<file path="src/rtl/core_pkg.sv">
// Shared RV32I core definitions: opcode values, sequencer state encoding,
// opcode classes and PC-select encodings.
package core_pkg;

    localparam logic [6:0] OP_R      = 7'b0110011;
    localparam logic [6:0] OP_IALU   = 7'b0010011;
    localparam logic [6:0] OP_LOAD   = 7'b0000011;
    localparam logic [6:0] OP_STORE  = 7'b0100011;
    localparam logic [6:0] OP_BRANCH = 7'b1100011;
    localparam logic [6:0] OP_LUI    = 7'b0110111;
    localparam logic [6:0] OP_AUIPC  = 7'b0010111;
    localparam logic [6:0] OP_JAL    = 7'b1101111;
    localparam logic [6:0] OP_JALR   = 7'b1100111;

    typedef enum logic [2:0] {
        ST_IDLE    = 3'd0,
        ST_FETCH   = 3'd1,
        ST_DECODE  = 3'd2,
        ST_EXECUTE = 3'd3,
        ST_MEM     = 3'd4,
        ST_WB      = 3'd5,
        ST_TRAP    = 3'd6
    } state_e;

    // CLS_NONE doubles as the cleared/illegal class value.
    typedef enum logic [3:0] {
        CLS_NONE   = 4'd0,
        CLS_R      = 4'd1,
        CLS_IALU   = 4'd2,
        CLS_LOAD   = 4'd3,
        CLS_STORE  = 4'd4,
        CLS_BRANCH = 4'd5,
        CLS_LUI    = 4'd6,
        CLS_AUIPC  = 4'd7,
        CLS_JAL    = 4'd8,
        CLS_JALR   = 4'd9
    } op_class_e;

    localparam logic [1:0] PCSEL_PC4    = 2'd0;
    localparam logic [1:0] PCSEL_PCIMM  = 2'd1;
    localparam logic [1:0] PCSEL_RS1IMM = 2'd2;

    function automatic logic is_mem_class(input op_class_e cls);
        return (cls == CLS_LOAD) || (cls == CLS_STORE);
    endfunction

endpackage

</file>
<file path="src/rtl/op_classify.sv">
// Combinational opcode-to-class mapping with an illegal-opcode flag.
module op_classify
    import core_pkg::*;
(
    input  logic [6:0] opcode_i,
    output op_class_e  class_o,
    output logic       illegal_o
);

    always_comb begin
        class_o   = CLS_NONE;
        illegal_o = 1'b0;
        case (opcode_i)
            OP_R:      class_o = CLS_R;
            OP_IALU:   class_o = CLS_IALU;
            OP_LOAD:   class_o = CLS_LOAD;
            OP_STORE:  class_o = CLS_STORE;
            OP_BRANCH: class_o = CLS_BRANCH;
            OP_LUI:    class_o = CLS_LUI;
            OP_AUIPC:  class_o = CLS_AUIPC;
            OP_JAL:    class_o = CLS_JAL;
            OP_JALR:   class_o = CLS_JALR;
            default:   illegal_o = 1'b1;
        endcase
    end

endmodule

</file>
<file path="src/rtl/cpu_sequencer.sv">
// Multi-cycle RV32I sequencer: fetch/decode/execute/mem/write-back FSM with
// memory handshakes, per-cycle enables and a retired-instruction counter.
module cpu_sequencer
    import core_pkg::*;
#(
    parameter int unsigned CNT_W = 32
) (
    input  logic             iClk,
    input  logic             iRstN,
    input  logic [6:0]       iOpcode,
    input  logic             iBranchTaken,
    input  logic             iIMemReady,
    input  logic             iDMemReady,
    output logic             oIMemReq,
    output logic             oIrWrite,
    output logic             oDMemReq,
    output logic             oDMemWe,
    output logic             oRegWrite,
    output logic             oPcWrite,
    output logic [1:0]       oPcSel,
    output logic             oRetire,
    output logic             oTrap,
    output logic [2:0]       oState,
    output logic [CNT_W-1:0] oInstret
);

    state_e           state_q, state_d;
    op_class_e        class_q, class_d;
    logic [CNT_W-1:0] instret_q;

    op_class_e dec_class;
    logic      dec_illegal;

    op_classify u_classify (
        .opcode_i  (iOpcode),
        .class_o   (dec_class),
        .illegal_o (dec_illegal)
    );

    // Enables depend only on the registered state/class plus the ready or
    // branch input of the current cycle; iOpcode only feeds class_d.
    always_comb begin
        state_d   = state_q;
        class_d   = class_q;
        oIMemReq  = 1'b0;
        oIrWrite  = 1'b0;
        oDMemReq  = 1'b0;
        oDMemWe   = 1'b0;
        oRegWrite = 1'b0;
        oPcWrite  = 1'b0;
        oPcSel    = PCSEL_PC4;
        oRetire   = 1'b0;
        oTrap     = 1'b0;
        case (state_q)
            ST_IDLE: state_d = ST_FETCH;
            ST_FETCH: begin
                oIMemReq = 1'b1;
                if (iIMemReady) begin
                    oIrWrite = 1'b1;
                    state_d  = ST_DECODE;
                end
            end
            ST_DECODE: begin
                class_d = dec_class;
                state_d = dec_illegal ? ST_TRAP : ST_EXECUTE;
            end
            ST_EXECUTE: begin
                if (class_q == CLS_BRANCH) begin
                    oPcWrite = 1'b1;
                    oRetire  = 1'b1;
                    oPcSel   = iBranchTaken ? PCSEL_PCIMM : PCSEL_PC4;
                    state_d  = ST_FETCH;
                end else if (is_mem_class(class_q)) begin
                    state_d = ST_MEM;
                end else begin
                    state_d = ST_WB;
                end
            end
            ST_MEM: begin
                oDMemReq = 1'b1;
                oDMemWe  = (class_q == CLS_STORE);
                if (iDMemReady) begin
                    if (class_q == CLS_STORE) begin
                        oPcWrite = 1'b1;
                        oRetire  = 1'b1;
                        state_d  = ST_FETCH;
                    end else begin
                        state_d = ST_WB;
                    end
                end
            end
            ST_WB: begin
                oRegWrite = 1'b1;
                oPcWrite  = 1'b1;
                oRetire   = 1'b1;
                state_d   = ST_FETCH;
                case (class_q)
                    CLS_JAL:  oPcSel = PCSEL_PCIMM;
                    CLS_JALR: oPcSel = PCSEL_RS1IMM;
                    default:  oPcSel = PCSEL_PC4;
                endcase
            end
            ST_TRAP: oTrap = 1'b1;
            default: state_d = ST_IDLE;
        endcase
    end

    always_ff @(posedge iClk or negedge iRstN) begin
        if (!iRstN) begin
            state_q   <= ST_IDLE;
            class_q   <= CLS_NONE;
            instret_q <= '0;
        end else begin
            state_q <= state_d;
            class_q <= class_d;
            if (oRetire) begin
                instret_q <= instret_q + CNT_W'(1);
            end
        end
    end

    assign oState   = state_q;
    assign oInstret = instret_q;

endmodule

</file>
<file path="config.mk">
export PLATFORM = sky130hd
export DESIGN_NAME = cpu_sequencer
export DESIGN_NICKNAME = d
export VERILOG_FILES = /design/src/rtl/core_pkg.sv /design/src/rtl/op_classify.sv /design/src/rtl/cpu_sequencer.sv
export SDC_FILE = /design/constraint.sdc
export NUM_CORES = 1
export LEC_CHECK = 0
export CORE_UTILIZATION = 43
export DETAILED_ROUTE_END_ITERATION = 10
export HOLD_SLACK_MARGIN = 0.05
export PLACE_DENSITY = 0.87
export SYNTH_ARGS = -nofsm -noshare
export SYNTH_HDL_FRONTEND = slang
export SYNTH_SLANG_ARGS = --single-unit
</file>
<file path="constraint.sdc">
create_clock -name iClk -period 1.5 [get_ports iClk]
set_input_delay 0.3 -clock iClk [delete_from_list [all_inputs] [get_ports iClk]]
set_output_delay 0.3 -clock iClk [all_outputs]
set_load 0.05 [all_outputs]
</file>
==> results of run 1 <==
## cells in the mapped netlist (2+ instances only)
cell	count	area, um^2
a21boi_2	2	22.5
a21oi_1	4	20.0
a32o_1	2	20.0
and2_1	2	12.5
buf_2	3	15.0
dfrtp_1	39	976
inv_1	10	37.5
nand2_1	20	75.1
nand2b_1	3	18.8
nand3_1	13	65.1
nand4_1	7	43.8
nor2_1	15	56.3
nor2b_1	6	37.5
nor3_1	14	70.1
nor3b_1	3	22.5
o21ai_0	4	20.0
o21ai_2	2	17.5
xnor2_1	16	140
xor2_1	15	131
## repair_timing
item | in CTS
endpoints found under the setup margin | 46
hold buffers | 1
cloned | 1
endpoints found under the hold margin | 16
gates resized for setup | 73
pin swaps | 34
buffers inserted | 15
## per-stage QoR
stage          setup TNS, ps  util (%)
2_1_floorplan         -14290         -
3_3_place_gp          -12920      82.2
3_5_place_dp          -14870      82.2
4_1_cts                -8230      95.1
## cells by family after synthesis
kind of cell | synth area share (%)
and+or+nand+nor | 26.4
DFF | 48.0
xor gates and xnor gates | 13.3
AOI/OAI and AO/OA | 7.93
buffers and inverters | 3.20
muxes | 0.553
adders and majority gates | 0.615
==> impl_metrics.yaml, run 1 <==
floorplan:
  initial_utilization_pct: 45.8
  core.rowCount: 24
  die_h_um: 70.8
  die_w_um: 70.8
  num_io_pins: 57
run_status:
  lastStage: "global routing"
  firstError: "[ERROR DPL-0038] Utilization greater than 100%, impossible to legalize"
  status: "stopped before the end"
clock_network:
  cts-htree-levels: 2
  cts_buffers: 5
  clockRootBuffer: "clkbuf_8"
  cts_sinks: 39
  clockBufferDepth: 2
placement:
  dp_cells: 365
  dp_hpwl_um: 4640
  placed_cell_area_um2: 3650
  io_buffers: 56
  gp_congestion: 0.849
  dpl_worst_slack_ps: -593
logic_synthesis:
  synth_nets: 218
  async_flop_share_pct: 100
  syn_area_um2: 2030
  syn_area_per_cell_um2: 9.92
  syn_inst: 205
  ys_ff_latch: 39
  synth_cell_types: 44
  synth_edf_count: 0
  seq_area_frac_synth_pct: 48.0
  synth-main-ff-cell: "dfrtp_1"
  synth-warning-count: 0
sta:
  worstEndpointType: "top-level output"
  repair-timing-grt-worst-ep: "oPcSel[0]"
global_route:
  grt_start_max_net_pins: 24
==> run 2, diff against run 1 <==
CORE_UTILIZATION = 35   (was 43)
HOLD_SLACK_MARGIN = not set   (was 0.05)
PLACE_DENSITY = not set   (was 0.87)
PLACE_DENSITY_LB_ADDON = 0.15   (was not set)
clock period = 1.95 ns   (was 1.5 ns; I/O delays follow)
==> run 2 against run 1 <==
Synthesized cell count stayed put. Synthesized area stayed put. The flow now finishes, with violations (negative setup slack).
==> impl_metrics.yaml, run 2 <==
drt:
  drc: 0
  drt-vias-per-instance: 4.88
  met1_length_um: 1930
  routed.top_layer: "met4"
  wl_met2_um: 2310
  antenna_left: 0
  drt-total-wl_um: 4580
  num_vias: 1787
  dr_wl_met3_um: 252
  first_pass_iters: 4
  drt_iter0_drc: 67
  routedWlPerCell_um: 12.5
clock_network:
  clkTransAtPathRegs_ps: 70
  clockBufferDepth: 2
  ctsHoldBuffers: 0
  cts-htree-levels: 2
  clockRootBuffer: "clkbuf_8"
  cts_buffers: 5
  cts_sinks: 39
  cts_tree: "yes"
  clk_latency_ps: 290
power_and_ir_drop:
  intPower_mw: 1.86
  power.density_nw_per_um2: 988
  power.switching_mw: 1.29
  seqPwrFrac_pct: 33.3
  pwr-share-comb_pct: 50.1
  clkPwrFrac_pct: 16.5
  ir_drop_uv: 789
  swShare_pct: 40.9
  leakagePower_nw: 1.50
placement:
  io_buffers: 56
  gp_congestion: 0.793
  dp_hpwl_um: 3400
  placed_cell_area_um2: 2930
setup_path:
  required_ps: 1560
  r2r_end: "oInstret[31]"
  crit_path_start_kind: "flip-flop"
  r2r_slack_ps: 70
  cp-startpoint: "oState[2]"
  end_kind: "output pin"
  arrival_ps: 1600
  endpoint: "oPcSel[0]"
  critPathKind: "flip-flop to output pin"
  crit_path_max_fanout: 3
  rr_startpoint: "oState[2]"
  reg2reg_depth: 8
floorplan:
  num_io_pins: 57
  die_area_um2: 6120
  die_h_um: 78.2
  core.rowCount: 27
  initial_utilization_pct: 36.7
  die_w_um: 78.2
  core_um2: 5540
sta:
  rsz0062_at_grt: "true"
  slew_headroom_pct: 66.2
  skew_ps: 5.74
  whs_ps: 38.8
  finalSetupTns_ps: -40.5
  final.setup.worst_slack_ps: -40.5
  fmax_ghz: 0.502
  min_period_ps: 1990
  worst_pin_slew_ps: 506
  finalMaxSlewViolations: 0
  period_share_pct: 102
  finalSetupViolCount: 1
  finalHoldViolCount: 0
hold_path:
  min_path_type: "primary input to async pin"
logic_synthesis:
  syn_area_um2: 2030
  seq_area_frac_synth_pct: 48.0
  synth_commonest_cells: "39 x dfrtp_1, 20 x nand2_1, 16 x xnor2_1"
  yosysMostFrequentCell: "dfrtp_1"
  synth_top_area_cell: "dfrtp_1"
  async_flop_share_pct: 100
  synth-warning-count: 0
  synth_cell_types: 44
  synth_nets: 218
  syn_inst: 205
  ys_ff_latch: 39
  syn_area_per_cell_um2: 9.92
  synth-main-ff-cell: "dfrtp_1"
  synth_area_leaders: "dfrtp_1 48%, xnor2_1 6.9%, xor2_1 6.5%"
  yosysTopAreaCellShare_pct: 48.0
  synth_edf_count: 0
global_route:
  antenna_found_initial: 0
  grt_overflow: 0
  grt_start_max_net_pins: 22
  grt_use_total_pct: 15.9
  grt_pass1_wl_um: 7580
  grt_pass1_vias: 1651
cells_and_area:
  fill_cells: 493
  layout-drive-gt1-share_pct: 34.7
  layout-area-overhead-vs-synth_pct: 56.6
  diodes: 0
  num-nets-final: 306
  largest_reg_flops: 32
  final_area_um2: 3190
  layout_common_cells: "42 x buf_4, 33 x dfrtp_1, 24 x clkdlybuf4s50_1, 16 x nand2_1, 16 x xnor2_1"
  final_common_cell: "buf_4"
  finish.utilization_pct: 57.5
run:
  maxCapViolCount: 0
run_status:
  violations: "negative setup slack"
  status: "finished, violations left"
==> run 2: cell counts after synthesis <==
Identical to the previous run, type by type.
==> run 2: layout make-up <==
class                           instances  area, um^2  area share, %
Clock buffer                            5        68.8           2.16
Tap cell                               72        90.1           2.83
Multi-Input combinational cell        151        1110           34.9
Timing Repair Buffer                   86         872           27.4
Clock inverter                          3        15.0          0.471
Inverter                               10        45.0           1.41
Sequential cell                        39         983           30.9
==> run 2: cells by family (layout without fill, tap and decap cells) <==
kind of cell | after synthesis | after routing | synth area share (%)
AND/OR/NAND/NOR | 96 | 96 | 26.4
flip-flops | 39 | 39 | 48.0
XOR/XNOR | 31 | 31 | 13.3
AO/OA/AOI/OAI | 22 | 22 | 7.93
buffers and inverters | 15 | 104 | 3.20
adder cells (fa/ha/maj) | 1 | 1 | 0.615
multiplexers | 1 | 1 | 0.553
==> run 2: how the worst min path moves through the flow <==
stage | slack (ps) | to | startpoint | depth (start not counted)
final | 40 | oInstret[17] | iRstN | 1
after global routing | 60 | oInstret[5] | iRstN | 1
after CTS | 50 | oInstret[5] | iRstN | 1
after detailed placement | 370 | oInstret[17] | iRstN | 1
after global placement | 370 | oInstret[18] | iRstN | 1
after floorplan | 90 | class_q[0] | iRstN | 0
==> run 2: per-stage QoR <==
stage          total power [mW]  setup WS, ps  instances
6_report                   3.15         -40.5        366
5_1_grt                    3.31          -116        366
4_1_cts                    3.10         -41.5        362
3_5_place_dp               2.46          -184        347
3_3_place_gp               2.46          -140        347
2_1_floorplan              1.94          -371        205
==> run 2: routing by layer <==
| metal | global-route usage (%) | vias up |
|---|---|---|
| met5 | 0 | - |
| met4 | 6.48 | 0 |
| met3 | 3.95 | 6 |
| met2 | 26.7 | 48 |
| met1 | 19.6 | 845 |
| li1 | - | 888 |
==> run 2: power groups by stage <==
stage | clock network (mW) | logic (mW) | registers [mW]
after CTS | 0.543 | 1.51 | 1.06
after global routing | 0.574 | 1.67 | 1.07
after global placement | 0 | 1.37 | 1.08
final | 0.520 | 1.58 | 1.05
after detailed placement | 0 | 1.38 | 1.08
after floorplan | 0 | 0.655 | 1.29
==> run 2: repair_timing <==
| item | CTS | global route |
|---|---|---|
| gates resized for setup | 9 | 13 |
| endpoints found under the setup margin | 5 | 21 |
| setup buffers | 7 | 6 |
| pin swaps | 5 | 9 |
==> run 2: critical path: stages, from the launching register on <==
cell	delay (ps)
dfrtp_2	420
buf_4	140
and4b_2	330
a41oi_2	130
nor2_4	150
buf_12	140
Power figures use the tool's default switching activity.
==> run 3, diff against run 2 <==
CORE_ASPECT_RATIO = 0.7   (was not set)
CORE_MARGIN = 4   (was not set)
==> run 3 against run 2 <==
Cell count down 0.27%. The run still ends with negative setup slack left. Sequential share of layout area grew 0.070 points. Setup slack improved by 22 ps. Flip-flop and latch count stayed put. Sequential power about the same. Highest routed layer unchanged. Routed wire length is 12% higher. Core utilization rose by 1.0 points. Maximum frequency grew 1.1%.
==> impl_metrics.yaml, run 3 (same netlist as run 2, synthesis figures left out) <==
clock_network:
  clockBufferDepth: 2
  cts-htree-levels: 2
  cts_buffers: 5
  clkTransAtPathRegs_ps: 80
  clockRootBuffer: "clkbuf_8"
  clk_latency_ps: 290
  cts_tree: "yes"
  cts_sinks: 39
cells_and_area:
  stdcell_count: 365
  fill_cells: 483
  regArea_um2: 982
  layout_common_cells: "53 x buf_4, 34 x dfrtp_1, 17 x clkdlybuf4s50_1, 16 x nand2_1, 16 x xnor2_1"
  layout-drive-gt1-share_pct: 37.5
  largest_reg_flops: 32
  num-nets-final: 305
  diodes: 0
  final_area_um2: 3180
  layout-area-overhead-vs-synth_pct: 56.1
  final_common_cell: "buf_4"
  multiInputGateArea_um2: 1110
power_and_ir_drop:
  swShare_pct: 39.6
  power.switching_mw: 1.32
  seqPwrFrac_pct: 31.7
  ir_drop_uv: 810
  leakagePower_nw: 1.47
  power.density_nw_per_um2: 1050
  clkPwrFrac_pct: 20.7
  intPower_mw: 2.02
  pwr-share-comb_pct: 47.6
global_route:
  grt_pass1_wl_um: 8490
  grt_use_total_pct: 14.9
  grt_start_max_net_pins: 28
  grt_overflow: 0
  grt_pass1_vias: 1682
  antenna_found_initial: 0
sta:
  fmax_ghz: 0.508
  finalSetupViolCount: 2
  rsz0062_at_grt: "true"
  finalSetupTns_ps: -24.2
  finalMaxSlewViolations: 0
  whs_ps: 109
  period_share_pct: 101
  slew_headroom_pct: 58.0
  skew_ps: 8.55
  min_period_ps: 1970
  finalHoldViolCount: 0
  worst_pin_slew_ps: 630
  final.setup.worst_slack_ps: -18.2
floorplan:
  core_um2: 5420
  core.rowCount: 22
  die_area_um2: 7120
  die_h_um: 71.8
  num_io_pins: 57
  initial_utilization_pct: 37.5
  die_w_um: 99.1
setup_path:
  reg2reg_depth: 7
  arrival_ps: 1580
  crit_path_start_kind: "flip-flop"
  required_ps: 1560
  crit_path_max_fanout: 5
  critPathKind: "flip-flop to output pin"
  end_kind: "output pin"
  rr_startpoint: "class_q[3]"
  r2r_slack_ps: 130
  r2r_end: "oInstret[31]"
run_status:
  violations: "negative setup slack"
  status: "finished, violations left"
placement:
  gp_congestion: 0.851
  dp_cells: 347
  dpl_worst_slack_ps: -234
  placed_cell_area_um2: 2910
  io_buffers: 56
  dp_hpwl_um: 3790
drt:
  first_pass_iters: 4
  antenna_left: 0
  routedWlPerCell_um: 14.1
  drt_iter0_drc: 57
  drt-vias-per-instance: 4.89
  num_vias: 1786
  drt-total-wl_um: 5140
  drc: 0
run:
  maxCapViolCount: 0
hold_path:
  min_path_type: "primary input to async pin"
run 3: cell count changes in the layout (fill, tap and decap cells not counted), sizes merged:
cell | previous run | this run
buf | 57 | 66
clkdlybuf4s50 | 24 | 17
dlymetal6s2s | 5 | 2
clkinv | 3 | 1
bufinv | 0 | 1
clkbuf | 5 | 6
run 3: critical path, stage by stage (launching register included):
cell and delay [ps]:
dfrtp_2 440, nor2b_4 140, nand2_4 70, clkinvlp_4 100, nand2_4 90, nor3_4 40
a41oi_2 200, nor2_4 50, buf_12 140
run 3: final cells by class:
class / count / area share [%]
clock buffer: 6 / 2.60
sequential: 39 / 30.9
tap: 72 / 2.84
inverter: 10 / 1.42
multi-input combinational: 151 / 35.0
clock inverter: 2 / 1.10
timing repair buffer: 85 / 26.1
run 3: power groups by stage:
stage	clock, mW	sequential [mW]	combinational (mW)
global placement	0	1.08	1.41
CTS	0.709	1.05	1.53
floorplan	0	1.29	0.655
finish	0.690	1.06	1.59
global route	0.739	1.08	1.68
detailed placement	0	1.08	1.41
run 3: how the worst max path moves through the flow:
| stage | start | to |
|---|---|---|
| 2_1_floorplan | oState[1] | oPcSel[1] |
| 3_3_place_gp | iOpcode[4] | oState[2] |
| 3_5_place_dp | iOpcode[4] | oState[2] |
| 4_1_cts | oState[1] | oPcSel[0] |
| 5_1_grt | oState[1] | oPcSel[0] |
| 6_report | oState[2] | oPcSel[0] |
run 3: stage by stage:
step	power [mW]	util (%)
floorplan	1.94	-
CTS	3.30	57.6
global route	3.50	58.6
global placement	2.48	53.6
detailed placement	2.49	53.6
finish	3.34	58.6
run 3: repair_timing:
action                                  in CTS  in global routing
hold buffers                                 0                  0
cloned                                       0                  0
pin swaps                                    5                  5
gates resized for setup                     10                  8
endpoints found under the setup margin       6                 11
buffers inserted                             7                  3
run 3: metal layers:
| layer | global-route usage [%] | share of wire [%] | up-vias |
|---|---|---|---|
| li1 | - | - | 885 |
| met1 | 22.3 | 51 | 861 |
| met2 | 20.8 | 43 | 35 |
| met3 | 3.99 | 5.0 | 5 |
| met4 | 4.55 | 0.95 | 0 |
| met5 | 0 | 0 | - |
